### config.mk
export PLATFORM = sky130hd
export DESIGN_NAME = glyph_row_sched
export DESIGN_NICKNAME = d
export VERILOG_FILES = /design/src/rtl/ovl_pkg.sv /design/src/rtl/glyph_line_buf.sv /design/src/rtl/glyph_row_sched.sv
export SDC_FILE = /design/constraint.sdc
export NUM_CORES = 1
export LEC_CHECK = 0
export ABC_AREA = 1
export CAP_MARGIN = 10
export CORE_MARGIN = 2
export CORE_UTILIZATION = 50
export CTS_CLUSTER_SIZE = 12
export DETAILED_ROUTE_END_ITERATION = 10
export PLACE_DENSITY = 0.76
export SLEW_MARGIN = 15
export SYNTH_ARGS = -nofsm -noshare
export SYNTH_HDL_FRONTEND = slang
export SYNTH_HIERARCHICAL = 1
export SYNTH_SLANG_ARGS = --single-unit
export TNS_END_PERCENT = 50
### constraint.sdc
create_clock -name clk -period 1.9 [get_ports clk]
set_input_delay 0.38 -clock clk [delete_from_list [all_inputs] [get_ports clk]]
set_output_delay 0.38 -clock clk [all_outputs]
set_load 0.1 [all_outputs]
### src/rtl/ovl_pkg.sv
`default_nettype none
// ============================================================================
// Package     : ovl_pkg
// Description : Shared constants and types for the VGA text-overlay blocks.
//               This package defines the following:
//                 - the glyph geometry
//                 - the glyph-ROM index map
//                 - the glyph-row fetch FSM state encoding
// Revision    : 1.0 - initial release
// ============================================================================
package ovl_pkg;

    // Glyph width and height in pixels / scanlines
    localparam int GW = 16;

    // Glyph ROM indices behind the external ROM mux
    localparam logic [2:0] GLY_R  = 3'd0;
    localparam logic [2:0] GLY_G  = 3'd1;
    localparam logic [2:0] GLY_B  = 3'd2;
    localparam logic [2:0] GLY_D0 = 3'd3;
    localparam logic [2:0] GLY_D1 = 3'd4;
    localparam logic [2:0] GLY_D2 = 3'd5;
    localparam logic [2:0] GLY_D3 = 3'd6;
    localparam logic [2:0] GLY_D4 = 3'd7;

    typedef enum logic [1:0] {
        ST_IDLE  = 2'd0,
        ST_ISSUE = 2'd1,
        ST_CAPT  = 2'd2,
        ST_DONE  = 2'd3
    } fetch_state_t;

endpackage : ovl_pkg
`default_nettype wire

### src/rtl/glyph_line_buf.sv
`default_nettype none
// ============================================================================
// Module      : glyph_line_buf
// Description : This module is the scanline buffer for the glyph overlay. It
//               holds NCHAR glyph rows of GW bits each. Its ports are grouped
//               as follows.
//                 - Write side: one GW-bit slot per cycle.
//                 - Clear: a synchronous clear of the whole buffer.
//                 - Read side: a combinational read of a single bit.
//               Ports:
//                 clk, clr_n        pixel clock; asynchronous active-low reset
//                 clr               clear the whole buffer (synchronous)
//                 wr_en/wr_slot     write wr_data into slot wr_slot
//                 wr_data           glyph row, bit 0 = leftmost pixel
//                 rd_idx / rd_bit   pixel index within the band -> pixel value
// Revision    : 1.0 - initial release
// ============================================================================
module glyph_line_buf
    import ovl_pkg::*;
#(
    parameter int NCHAR = 4,
    parameter int SW    = (NCHAR > 1) ? $clog2(NCHAR) : 1,
    parameter int IW    = $clog2(NCHAR * GW)
) (
    input  logic          clk,
    input  logic          clr_n,
    input  logic          clr,
    input  logic          wr_en,
    input  logic [SW-1:0] wr_slot,
    input  logic [GW-1:0] wr_data,
    input  logic [IW-1:0] rd_idx,
    output logic          rd_bit
);

    logic [NCHAR*GW-1:0] bits;

    always_ff @(posedge clk or negedge clr_n) begin
        if (!clr_n) begin
            bits <= '0;
        end else if (clr) begin
            bits <= '0;
        end else if (wr_en) begin
            bits[wr_slot*GW +: GW] <= wr_data;
        end
    end

    assign rd_bit = bits[rd_idx];

endmodule : glyph_line_buf
`default_nettype wire

### src/rtl/glyph_row_sched.sv
`default_nettype none
// ============================================================================
// Module      : glyph_row_sched
// Description : This module schedules the glyph-ROM fetches for the VGA text
//               overlay.
//                 - Horizontal blanking: it fetches the next scanline's glyph
//                   row for each of the NCHAR slots, over one shared ROM bus.
//                 - Active video: it outputs the buffered row as a registered
//                   1-bit overlay pixel.
//               Ports:
//                 clk, clr_n             pixel clock; asynchronous active-low reset
//                 hc, vc                 current column / scanline
//                 line_start             pulse at the start of horizontal blanking
//                 frame_start            pulse at the start of vertical blanking;
//                                        latches slot_glyph
//                 slot_glyph             glyph index per slot, [s*SELW +: SELW]
//                 rom_sel, rom_addr      shared ROM select and row address
//                 rom_data               muxed ROM row, bit 0 = leftmost pixel
//                 pix_on                 overlay pixel, one clock after hc
//                 busy                   fetch sequence in progress
// Revision    : 1.0 - initial release
// ============================================================================
module glyph_row_sched
    import ovl_pkg::*;
#(
    parameter int NCHAR = 4,
    parameter int SELW  = 3,
    parameter int X0    = 16,
    parameter int Y0    = 16
) (
    input  logic                  clk,
    input  logic                  clr_n,
    input  logic [9:0]            hc,
    input  logic [9:0]            vc,
    input  logic                  line_start,
    input  logic                  frame_start,
    input  logic [NCHAR*SELW-1:0] slot_glyph,
    output logic [SELW-1:0]       rom_sel,
    output logic [3:0]            rom_addr,
    input  logic [15:0]           rom_data,
    output logic                  pix_on,
    output logic                  busy
);

    localparam int         SW     = (NCHAR > 1) ? $clog2(NCHAR) : 1;
    localparam int         IW     = $clog2(NCHAR * GW);
    localparam logic [9:0] X0_V   = 10'(X0);
    localparam logic [9:0] Y0_V   = 10'(Y0);
    localparam logic [9:0] YEND_V = 10'(Y0 + GW);
    localparam logic [9:0] WIN_V  = 10'(NCHAR * GW);
    localparam logic [SW-1:0] LAST_SLOT = SW'(NCHAR - 1);

    fetch_state_t          state;
    logic [SW-1:0]         slot;
    logic [3:0]            row;
    logic [NCHAR*SELW-1:0] shadow;

    logic [9:0] t;
    logic [9:0] px;
    logic       in_band;
    logic       buf_clr;
    logic       buf_wr;
    logic       rd_bit;

    // The fetch runs during blanking ahead of the line it serves.
    assign t       = vc + 10'd1;
    assign in_band = (t >= Y0_V) && (t < YEND_V);
    // Unsigned wrap makes columns left of X0 land far outside the window.
    assign px      = hc - X0_V;

    // A new line_start overrides an in-flight capture, so the aborted slot
    // is not written with a stale row.
    assign buf_clr = line_start && !in_band;
    assign buf_wr  = (state == ST_CAPT) && !line_start;

    // Glyph selection is frozen per frame.
    always_ff @(posedge clk or negedge clr_n) begin
        if (!clr_n) begin
            shadow <= '0;
        end else if (frame_start) begin
            shadow <= slot_glyph;
        end
    end

    always_ff @(posedge clk or negedge clr_n) begin
        if (!clr_n) begin
            state    <= ST_IDLE;
            slot     <= '0;
            row      <= '0;
            rom_sel  <= '0;
            rom_addr <= '0;
            busy     <= 1'b0;
        end else if (line_start) begin
            // Start, or restart from slot 0 if a fetch is already running
            slot <= '0;
            if (in_band) begin
                row   <= 4'(t - Y0_V);
                state <= ST_ISSUE;
                busy  <= 1'b1;
            end else begin
                state <= ST_IDLE;
                busy  <= 1'b0;
            end
        end else begin
            case (state)
                ST_IDLE: begin
                    busy <= 1'b0;
                end
                ST_ISSUE: begin
                    rom_sel  <= shadow[slot*SELW +: SELW];
                    rom_addr <= row;
                    state    <= ST_CAPT;
                end
                ST_CAPT: begin
                    if (slot == LAST_SLOT) begin
                        state <= ST_DONE;
                    end else begin
                        slot  <= slot + SW'(1);
                        state <= ST_ISSUE;
                    end
                end
                ST_DONE: begin
                    state <= ST_IDLE;
                    busy  <= 1'b0;
                end
                default: begin
                    state <= ST_IDLE;
                    busy  <= 1'b0;
                end
            endcase
        end
    end

    glyph_line_buf #(
        .NCHAR (NCHAR),
        .SW    (SW),
        .IW    (IW)
    ) u_line_buf (
        .clk     (clk),
        .clr_n   (clr_n),
        .clr     (buf_clr),
        .wr_en   (buf_wr),
        .wr_slot (slot),
        .wr_data (rom_data),
        .rd_idx  (px[IW-1:0]),
        .rd_bit  (rd_bit)
    );

    always_ff @(posedge clk or negedge clr_n) begin
        if (!clr_n) begin
            pix_on <= 1'b0;
        end else begin
            pix_on <= (px < WIN_V) && (state == ST_IDLE) && rd_bit;
        end
    end

endmodule : glyph_row_sched
`default_nettype wire

==> impl_metrics.ini <==
[clock_network]
clockBufferDepth = 2
clock_insertion_delay_worst_skew_ns = 0.37
clock_transition_at_the_registers_of_the_reported_paths_ns = 0.09
cts-htree-levels = 3
cts-buffers-inserted = 9
tritoncts_clock_tree = built
buffer_type_at_the_clock_tree_root = sky130_fd_sc_hd__clkbuf_8
numClockSinks = 93

[cells_and_area]
fill_cells = 760
flow.area_growth_from_synthesis_pct = 30.1
insertedDiodeCount = 0
drive_gt1_share_pct = 15.8
final_util_pct = 67.5
final_cell_count_no_fill = 813
stdcell_area_mm2 = 0.00630
final_stage_net_count = 744

[die]
io_pins = 61
die_width_um = 102
floorplan.rows = 35
core_mm2 = 0.00933
die_height_um = 102
initial_utilization_pct = 51.9
dieArea_mm2 = 0.0105

[grt]
initial_antenna_violation_count = 0
grt_pass1_wl_mm = 21.6
grt_util_all_layers_pct = 26.5
grt_max_degree = 54
total_congestion_overflow = 0
number_of_global_route_vias_before_repair = 4539

[placement]
post-place-ws_ns = -0.640
place_congestion = 0.870
place_area_mm2 = 0.00582
numPortBuffers = 60
hpwl_mm = 9.00
placedCellCount = 789

[run_status]
status = finished, final reports clean

[power_and_ir_drop]
p_leak_nw = 2.93
p_int_w = 0.00354
combinationalPowerShare_pct = 34.5
net-switching-power_w = 0.00216
sequentialPowerShare_pct = 39.7
power_density_over_the_cells_mw_per_mm2 = 905
ir_drop_worst_vdd_v = 0.00115
share_clk_of_total_power_pct = 25.8
netSwitchingFraction_pct = 37.9

[sta]
normalized_max_slew_margin_pct = 71.0
fmax_mhz = 531
clock_skew_ns = 0.0121
setup_viol = 0
grt_setup_unrepaired = yes
period_needed_ns = 1.88
timing_hold_violations_final = 0
slew_violations = 0
finalCritPeriodShare_pct = 99.1
setup_slack_ns = 0.0179
worstMarginPinSlew_ns = 0.436
holdWs_ns = 0.383

[logic_synthesis]
syn_inst = 600
mappedNetlistNets = 665
synth.distinct_cells = 32
mappedNetlistArea_mm2 = 0.00484
syn-mean-instance-area_um2 = 8.07
ys_ff_latch = 93
yosys_warnings = 6
synth_seq_area_share_pct = 48.1

[routing]
iteration_0_drc_count_of_the_detailed_router = 428
remaining_drc_errors = 0
routed_via_density = 5.72
ant_nets = 0
avgRoutedWirePerCell_um = 16.9
detail_route.wirelength_mm = 13.8
drt_first_pass_iters = 5
vias = 4651

[flow_run]
cap_viol_max_count = 0

[setup_path]
crit_path_start = slot[1]
cp_data_arrival_time_ns = 2.16
crit_path_start_kind = register
timing.critical_path.to_type = register
reg2reg_from = slot[1]
critical_path.max_fanout = 16
worst-endpoint-required_ns = 2.17
critPathKind = reg2reg

[hold_path]
worstHoldPathType = in2async
-- cells in the mapped netlist (all sizes together) --
| cell | count | share of area (%) |
|---|---|---|
| dfrtp | 93 | 48 |
| nand3 | 111 | 12 |
| buf | 11 | 1.2 |
| a211oi | 1 | 0.16 |
| a21oi | 12 | 1.2 |
| inv | 36 | 2.8 |
| nor4 | 1 | 0.13 |
| o31ai | 13 | 2.0 |
| nor2 | 11 | 1.0 |
| o211ai | 1 | 0.16 |
| ha | 13 | 3.4 |
| xor2 | 2 | 0.36 |
| nand3b | 1 | 0.16 |
| nand2 | 185 | 14 |
| nand4 | 20 | 2.6 |
| nor3 | 1 | 0.10 |
| or4 | 1 | 0.16 |
| o21ai | 52 | 6.1 |
| a31oi | 3 | 0.39 |
| xnor2 | 1 | 0.18 |
| mux2 | 6 | 1.4 |
| clkbuf | 25 | 1.9 |
-- what timing repair did --
item | 4_1_cts | 5_1_grt
pin swaps | 0 | 4
hold buffers | 1 | 0
cloned | 0 | 3
buffers inserted | 0 | 4
resized for setup | 9 | 36
endpoints found under the setup margin | 65 | 65
hold endpoints to repair | 9 | 0
-- cells in the final DEF, fill, tap and decap left out, drive strengths merged, types with 2 or more instances in the layout --
cell	netlist	routed
ha	13	13
xor2	2	2
nand3	111	111
nor2	11	11
mux2	6	6
dlymetal6s2s	0	3
clkinvlp	0	2
buf	11	51
o21ai	52	52
a31oi	3	3
nand2	185	185
dfrtp	93	93
nand4	20	20
clkdlybuf4s50	0	47
clkbuf	25	13
a21oi	12	12
o31ai	13	13
inv	36	37
bufinv	0	2
-- layout make-up --
class / count / area, um2 / area share (%)
flip-flops and latches: 93 / 2330 / 37.0
clock buffers: 11 / 131 / 2.09
multi-input cells: 435 / 2340 / 37.2
repair buffers: 104 / 1110 / 17.7
inverters: 36 / 138 / 2.19
clock inverters: 5 / 83.8 / 1.33
well taps: 129 / 161 / 2.56
-- registers in the layout, indices dropped and copies added (netlist names) --
| signal | count |
|---|---|
| row | 4 |
| state | 2 |
| slot | 2 |
| pix_on | 1 |
| busy | 1 |
| shadow | 12 |
| u_line_buf/bits | 64 |
| rom_addr | 4 |
| rom_sel | 3 |
-- routing by layer --
metal	vias up	routed length, um	track usage [%]
met2	221	6690	43.1
met5	-	0	0
met1	2217	5580	35.2
li1	2179	-	-
met4	0	340	10.5
met3	34	1160	5.06
-- final timing paths --
check / to / slack (ns) / depth (start not counted)
max in group asynchronous: slot[0] / 0.88 / 3
hold / removal: u_line_buf/bits[25] / 0.38 / 2
hold reg to reg: rom_addr[0] / 0.49 / 2
setup reg to reg: u_line_buf/bits[37] / 0.02 / 6
min in group clk: row[0] / 0.47 / 5
setup / recovery: u_line_buf/bits[37] / 0.02 / 6
-- worst max-delay path: stages (launching register included) --
cell                      delay, ns
sky130_fd_sc_hd__dfrtp_1       0.36
sky130_fd_sc_hd__inv_1         0.08
sky130_fd_sc_hd__ha_1          0.32
sky130_fd_sc_hd__inv_1         0.09
sky130_fd_sc_hd__or4_1         0.55
sky130_fd_sc_hd__buf_6         0.20
sky130_fd_sc_hd__o21ai_0       0.19
-- power by group through the flow --
stage	logic (W)	clock network (W)	registers, W
after global placement	0.00182	0	0.00229
after global routing	0.00211	0.00158	0.00228
final	0.00197	0.00147	0.00227
after CTS	0.00187	0.00149	0.00227
after floorplan	0.000671	0	0.00278
after detailed placement	0.00186	0	0.00230
-- metrics by stage --
stage               TNS (ns)  power (W)
floorplan             -0.376    0.00345
global placement      -29.72    0.00412
detailed placement    -34.69    0.00416
CTS                        0    0.00563
global route          -0.426    0.00597
finish                     0    0.00570
-- kinds of logic (layout without fill, tap and decap cells) --
family | count (synthesis) | in the layout | share of synthesized area, %
DFF | 93 | 93 | 48.1
AOI/OAI and AO/OA | 82 | 82 | 10.1
buffers and inverters | 72 | 156 | 5.97
and+or+nand+nor | 331 | 331 | 30.6
xor gates and xnor gates | 3 | 3 | 0.543
adders and majority gates | 13 | 13 | 3.36
muxes | 6 | 6 | 1.40
Power figures use the tool's default switching activity.
